`config.mk`:
```
export PLATFORM = sky130hd
export DESIGN_NAME = seg7_scan_decoder
export DESIGN_NICKNAME = d
export VERILOG_FILES = /design/src/rtl/seg7_scan_decoder.sv
export SDC_FILE = /design/constraint.sdc
export NUM_CORES = 1
export LEC_CHECK = 0
export ABC_AREA = 1
export CORE_AREA = 2 2 63 124
export CTS_CLUSTER_DIAMETER = 50
export DETAILED_ROUTE_END_ITERATION = 6
export DIE_AREA = 0 0 65 126
export PLACE_DENSITY_LB_ADDON = 0.08
export SYNTH_ARGS = -nofsm -noshare
export SYNTH_HDL_FRONTEND = slang
export SYNTH_SLANG_ARGS = --single-unit
```
`constraint.sdc`:
```
create_clock -name clk -period 2.8 [get_ports clk]
set_clock_uncertainty 0.15 [all_clocks]
set_input_delay 0.28 -clock clk [delete_from_list [all_inputs] [get_ports clk]]
set_output_delay 0.28 -clock clk [all_outputs]
set_load 0.03 [all_outputs]
```
`src/rtl/seg7_scan_decoder.sv`:
```
// rtl/seg7_scan_decoder.sv - recovers per-digit BCD values from multiplexed active-low 7-segment scan lines
module seg7_scan_decoder #(
    parameter int NUM_DIGITS = 4,
    parameter int STABLE_CNT = 4,
    parameter int TIMEOUT    = 1000000
) (
    input  logic                    clk,
    input  logic                    rst,
    input  logic [NUM_DIGITS-1:0]   an,
    input  logic [6:0]              seg,
    output logic [4*NUM_DIGITS-1:0] digits,
    output logic [NUM_DIGITS-1:0]   digit_valid,
    output logic [NUM_DIGITS-1:0]   seg_err,
    output logic                    update,
    output logic [2:0]              update_idx,
    output logic                    timeout
);

    localparam int WD_W = $clog2(TIMEOUT + 1);

    logic [NUM_DIGITS-1:0] an_s1;
    logic [NUM_DIGITS-1:0] s_an;
    logic [6:0]            seg_s1;
    logic [6:0]            s_seg;
    logic [NUM_DIGITS+6:0] prev;
    logic [7:0]            cnt;
    logic [WD_W-1:0]       wd;

    logic [NUM_DIGITS-1:0] sel;
    logic [3:0]            nz;
    logic [2:0]            idx;
    logic                  legal_an;
    logic                  same;
    logic                  capture;
    logic [4:0]            dec;

    // {legal, value}; anything outside the ten digit glyphs is reported illegal
    function automatic logic [4:0] decode(input logic [6:0] s);
        case (s)
            7'b0000001: decode = 5'h10;
            7'b1001111: decode = 5'h11;
            7'b0010010: decode = 5'h12;
            7'b0000110: decode = 5'h13;
            7'b1001100: decode = 5'h14;
            7'b0100100: decode = 5'h15;
            7'b0100000: decode = 5'h16;
            7'b0001111: decode = 5'h17;
            7'b0000000: decode = 5'h18;
            7'b0000100: decode = 5'h19;
            default:    decode = 5'h00;
        endcase
    endfunction

    always_comb begin
        sel = ~s_an;
        nz  = 4'd0;
        idx = 3'd0;
        for (int i = 0; i < NUM_DIGITS; i++) begin
            if (sel[i]) begin
                nz  = nz + 4'd1;
                idx = 3'(i);
            end
        end
        legal_an = (nz == 4'd1);
        same     = ({s_an, s_seg} == prev);
        // Fires only on the transition into STABLE_CNT, so a held value captures once
        capture  = legal_an && same && (cnt == 8'(STABLE_CNT - 1));
        dec      = decode(s_seg);
    end

    always_ff @(posedge clk) begin
        if (rst) begin
            an_s1       <= '0;
            s_an        <= '0;
            seg_s1      <= '0;
            s_seg       <= '0;
            prev        <= '0;
            cnt         <= '0;
            wd          <= '0;
            digits      <= '0;
            digit_valid <= '0;
            seg_err     <= '0;
            update      <= 1'b0;
            update_idx  <= '0;
            timeout     <= 1'b0;
        end else begin
            an_s1   <= an;
            s_an    <= an_s1;
            seg_s1  <= seg;
            s_seg   <= seg_s1;
            prev    <= {s_an, s_seg};
            update  <= capture;
            timeout <= 1'b0;

            if (!legal_an)
                cnt <= '0;
            else if (!same)
                cnt <= 8'd1;
            else if (cnt != 8'(STABLE_CNT))
                cnt <= cnt + 8'd1;

            if (capture) begin
                update_idx <= idx;
                wd         <= '0;
                for (int i = 0; i < NUM_DIGITS; i++) begin
                    if (sel[i]) begin
                        if (dec[4]) begin
                            digits[4*i +: 4] <= dec[3:0];
                            digit_valid[i]   <= 1'b1;
                            seg_err[i]       <= 1'b0;
                        end else begin
                            digit_valid[i]   <= 1'b0;
                            seg_err[i]       <= 1'b1;
                        end
                    end
                end
            end else if (wd == WD_W'(TIMEOUT - 1)) begin
                wd          <= '0;
                digit_valid <= '0;
                timeout     <= 1'b1;
            end else begin
                wd <= wd + 1'b1;
            end
        end
    end

endmodule

```
======== After elaboration in Yosys (flattened, before gate mapping) ========
Cells that the tools add are included.
storage, ports and cells
  output and inout port bits .............. 29
  latch bits .............................. 0
  memories kept ........................... 0
  memory bits (read-only) ................. 0
  register bits after elaboration ......... 90
  bits in writable memories ............... 0
operators by class
  reduce and logical (&&, ||, !) cells .... 20
  shift operators ......................... 0
  order comparisons ....................... 0
  add/sub/neg operators ................... 5
  $mul .................................... 0
  muxes and demuxes ....................... 19
  equality and inequality tests ........... 19
  bitwise logic cells ..................... 3
  div/mod/pow operators ................... 0
operators with widths
  cell                                           number
  one-hot mux 5 bit (10 select lines)            1
  adder 20 x 1 -> 20 bit, second input constant  1
  == test 20 bit, second input constant          1
  2-to-1 mux 4 bit                               5
  AND reduction 2 bit                            8
  == test 7 x 3 -> 1 bit, second input constant  2
  == test 7 x 6 -> 1 bit, second input constant  2
  == test 7 bit, second input constant           2
  adder 4 x 1 -> 4 bit, second input constant    3
  AND reduction 3 bit                            4
  == test 11 bit                                 1
  2-to-1 mux 1 bit                               11
  adder 8 x 1 -> 8 bit, second input constant    1
  == test 8 x 2 -> 1 bit, second input constant  1
  != test 2 bit, second input constant           4
  != test 8 x 3 -> 1 bit, second input constant  1
  == test 7 x 1 -> 1 bit, second input constant  1
  == test 7 x 4 -> 1 bit, second input constant  1
  == test 7 x 5 -> 1 bit, second input constant  1
  zero test 7 bit                                1
  2-to-1 mux 3 bit                               2
  OR reduction 3 bit                             2
  == test 4 x 1 -> 1 bit, second input constant  1
  inverter 4 bit                                 1
  5 further kinds                                8

======== Longest topological paths before layout ========
  depth after elaboration ................. 13
  gate-level depth with buffers ........... 17

======== Worst setup path after synthesis ========
No wires, ideal clock.
  path type ............................... reg2reg
  start point ............................. register s_an[1]
  end point ............................... register digits[10]
  clock period less this slack ............ 2,466 ps
  required time ........................... 2,517 ps
  library setup time ...................... 133 ps
  path slack .............................. 334 ps
  buffers on the path ..................... 0
  cell stages (with the launch flop) ...... 14
  data arrival time ....................... 2,183 ps
  cells stage by stage .................... dfxtp_1 inv_2 ha_1 xnor2_1 ha_1 or2_1 nor2_1 nor2_2 nor2_8 inv_2 nor2_4 nand3_2 nand2_1 a21oi_1
between the ends
  word-level cells in the longest chain between the ends .. 10
  elaborated cells between the ends (all ways) .. 11
ends and longest elaborated chain
  what                                    RTL line  text
  from (decl)                             22        logic [NUM_DIGITS-1:0] s_an;
  from (signal assigned)                  88        s_an <= an_s1;
  inverter 4 bit                          55        sel = ~s_an;
  2-to-1 mux 4 bit                        59        if (sel[i]) begin
  adder 4 x 1 -> 4 bit                    60        nz = nz + 4'd1;
  2-to-1 mux 4 bit                        59
  adder 4 x 1 -> 4 bit                    60
  2-to-1 mux 4 bit                        59
  == test 4 x 1 -> 1 bit                  64        legal_an = (nz == 4'd1);
  logical AND 1 bit * (2 in series)       67        capture = legal_an && same && (cnt == 8'(STABLE_CNT - 1));
  AND reduction 3 bit (no source line) *  n/a
  to (signal, indexed assignment)         108       digits[4*i +: 4] <= dec[3:0];
  to (decl)                               11        output logic [4*NUM_DIGITS-1:0] digits,
Mark *: on every way between the ends. The rest lies on a longest branch, timed or not.
A chain may end at the register's enable or synchronous reset.

======== Worst setup path in the final report ========
  start point ............................. register s_an[0]
  end point ............................... register digits[13]
between the ends
  word-level cells in the longest chain between the ends .. 12
  elaborated cells between the ends (all ways) .. 13
ends and longest elaborated chain
  what                                    RTL line
  inverter 4 bit                          55
  2-to-1 mux 1 bit                        59
  adder 4 x 1 -> 4 bit                    60
  2-to-1 mux 4 bit                        59
  adder 4 x 1 -> 4 bit                    60
  2-to-1 mux 4 bit                        59
  adder 4 x 1 -> 4 bit                    60
  2-to-1 mux 4 bit                        59
  == test 4 x 1 -> 1 bit                  64
  logical AND 1 bit * (2 in series)       67
  AND reduction 3 bit (no source line) *  n/a
Marks and branches as above.

==> run summary <==
Outcome -> finished, final reports clean
PD cells -> 528 nW/µm²
Largest net degree at the start of global routing -> 23
Vias -> 3509
Top cell type's share of synthesized area -> 44.9%
Syn-to-layout area delta -> 20.7%
Synth Area per Inst -> 7.19 µm²
Internal Power -> 1.97 mW
R2R setup slack -> 200 ps
Clock Path Buffers -> 2
Final hold vios -> 0
Sequential power share -> 51.8%
Mapped cell area -> 3960 µm²
Vias in the first global route -> 3489
Final setup fails -> 0
Final WL -> 8.80 mm
Critical Path Start -> s_an[0]
Cells after Synth -> 551
GPL Wtd Cong -> 0.953
Crit start category -> flip-flop
Highest clock rate -> 0.385 GHz
Net Sw Power -> 0.557 mW
Finished Layout Cells -> 691
GRT Util Overall -> 23.7%
Cell taking the most area after synthesis -> dfxtp_1
CP Class -> flip-flop to flip-flop
Hpwl dp -> 6.85 mm
DRT Pass-1 Iters -> 5
Vias per cell -> 5.08
Site row count -> 44
Hold WC Path Type -> flip-flop to flip-flop
Clock latency on the worst-skew pair -> 330 ps
Share of layout cells above drive strength 1 -> 8.85%
LEAKAGE -> 1.93 nW
Comb pwr share -> 7.5%
Die Y -> 126 µm
Antenna viol nets, final -> 0
Final core utilization -> 66.3%
Data arrival, critical path -> 2670 ps
Sw frac -> 22.1%
CP endpoint kind -> flip-flop
PortBufs -> 40
Antenna diodes -> 0
CTS tree -> done
Period utilisation layout -> 92.7%
Min Clock Period, post-route -> 2600 ps
DR DRC count -> 0
TritonCTS buffer count -> 9
HP Start -> an_s1[1]
Initial DRC Count -> 201
Clk pwr share -> 40.7%
Horiz. Die Dim -> 65 µm
Register bit count reported by yosys -> 89
Req. time, crit path -> 2870 ps
RSZ-0062 raised after global routing -> false
Distinct cells, synth -> 31
Max-Cap Viols -> 0
Slew Viols, Final -> 0
Number of synthesis warnings -> 0
FF-to-FF Start -> s_an[0]
Slew @ Worst Pin -> 801 ps
GRT Residual Overflow -> 0
Relative slew margins -> 46.5%
Worst-path clk slew -> 50 ps
H-tree depth -> 3
Die Area -> 8190 µm²
Ports -> 42
Clk sinks -> 89
Post-Synthesis Net Count -> 570
Tot Pwr -> 2.53 mW
Sequential-to-total area share from yosys stat -> 44.9%
Initial Utilization -> 55.0%
Initial antenna violation count -> 0
Setup TNS -> 0 ps
Final Net Count -> 616
Worst vdd ir -> 0.438 mV
Placed Instances -> 677
Core Region -> 7210 µm²
CTS Root Cell -> clkbuf_16
DR WL/cell -> 12.7 µm
Max FO, Critical Path -> 8
Synth top area cells -> dfxtp_1 45%, nor2_1 11%, nand2_1 9.4%
First-pass GRT wire length -> 15.0 mm
final cells by class:
class | count | area (µm²)
multi-input combinational | 368 | 1860
clock inverter | 1 | 5.00
tap | 92 | 115
timing repair buffer | 46 | 458
fill | 652 | 2430
clock buffer | 12 | 246
sequential | 89 | 1780
inverter | 83 | 312
worst max-delay path, stage by stage (launching register included):
cell and delay (ps):
dfxtp_2 380, inv_2 80, ha_4 260, xnor2_2 150, ha_1 290, or2_1 220
nor2_2 120, nor2_2 70, nor2_8 160, nand3_4 170, nor2_4 220, nand3_1 90
nand2_1 100, nor2_1 40
logic make-up after synthesis:
logic type,share of synthesized area (%)
compound gates,4.10
xor+xnor,3.09
fa+ha+maj,1.89
buf+inv,9.12
flops,44.9
other cells,0.0946
simple gates,36.7
sequential cells by signal, summed over array words and instances (netlist names):
signal       cells
update_idx       2
timeout          1
an_s1            4
update           1
wd              20
seg_err          4
seg_s1           7
s_an             4
prev            11
digit_valid      4
s_seg            7
cnt              8
digits          16
per-stage QoR:
stage          setup slack (ps)  instance area, µm²  hold WS, ps
2_1_floorplan               334                3960          237
3_3_place_gp               99.7                4480          240
3_5_place_dp               28.4                4480          245
4_1_cts                    23.0                4730          253
5_1_grt                    16.7                4780          265
6_report                    204                4780          247
per-layer routing:
| layer | track usage (%) | wire length (µm) | vias up |
|---|---|---|---|
| met5 | 0 | 0 | - |
| met2 | 45.1 | 4910 | 72 |
| met4 | 14.1 | 399 | 0 |
| met1 | 22.0 | 3190 | 1601 |
| met3 | 4.64 | 298 | 25 |
| li1 | - | - | 1811 |
power groups by stage:
stage	registers, mW	clock network [mW]	logic, mW
after floorplan	1.33	0	0.134
after global placement	1.33	0	0.181
after detailed placement	1.33	0	0.186
after CTS	1.31	1.06	0.186
after global routing	1.31	1.12	0.217
final	1.31	1.03	0.190
synth_stat cells:
master,n
a21oi_1,22
and3_1,1
buf_2,4
buf_4,1
clkbuf_1,6
conb_1,1
dfxtp_1,89
ha_1,6
inv_1,76
inv_2,7
nand2_1,99
nand3_1,36
nand3_2,5
nand3_4,1
nand3b_1,1
nand4_1,15
nor2_1,113
nor2_2,8
nor2_4,1
nor2_8,2
nor3_1,20
nor3b_1,3
nor3b_2,3
nor4_1,2
o211ai_1,1
o21ai_0,4
o21ai_1,5
or2_1,1
or2_2,4
xnor2_1,4
xor2_1,10
worst paths after layout:
check,cells after the start,endpoint
min reg2reg,2,s_an[1]
min,2,s_an[1]
max,13,digits[13]
max reg2reg,13,digits[13]
layout by cell type (no fill, tap or decap), drive strengths merged, types with 2 or more instances in the layout:
cell type	Yosys	routed
dfxtp	89	89
xnor2	4	4
clkdlybuf4s50	0	40
ha	6	6
nor4	2	2
nor3b	6	6
clkbuf	6	12
nand4	15	15
nor3	20	20
nor2	124	124
buf	5	6
a21oi	22	22
inv	83	83
or2	5	5
o21ai	9	9
xor2	10	10
nand3	42	42
nand2	99	99
what timing repair did:
item,4_1_cts,5_1_grt
gates resized for setup,0,9
hold endpoints to repair,0,0
hold buffers,0,0
buffers inserted,0,1
endpoints found under the setup margin,0,53
Power figures use the tool's default switching activity.
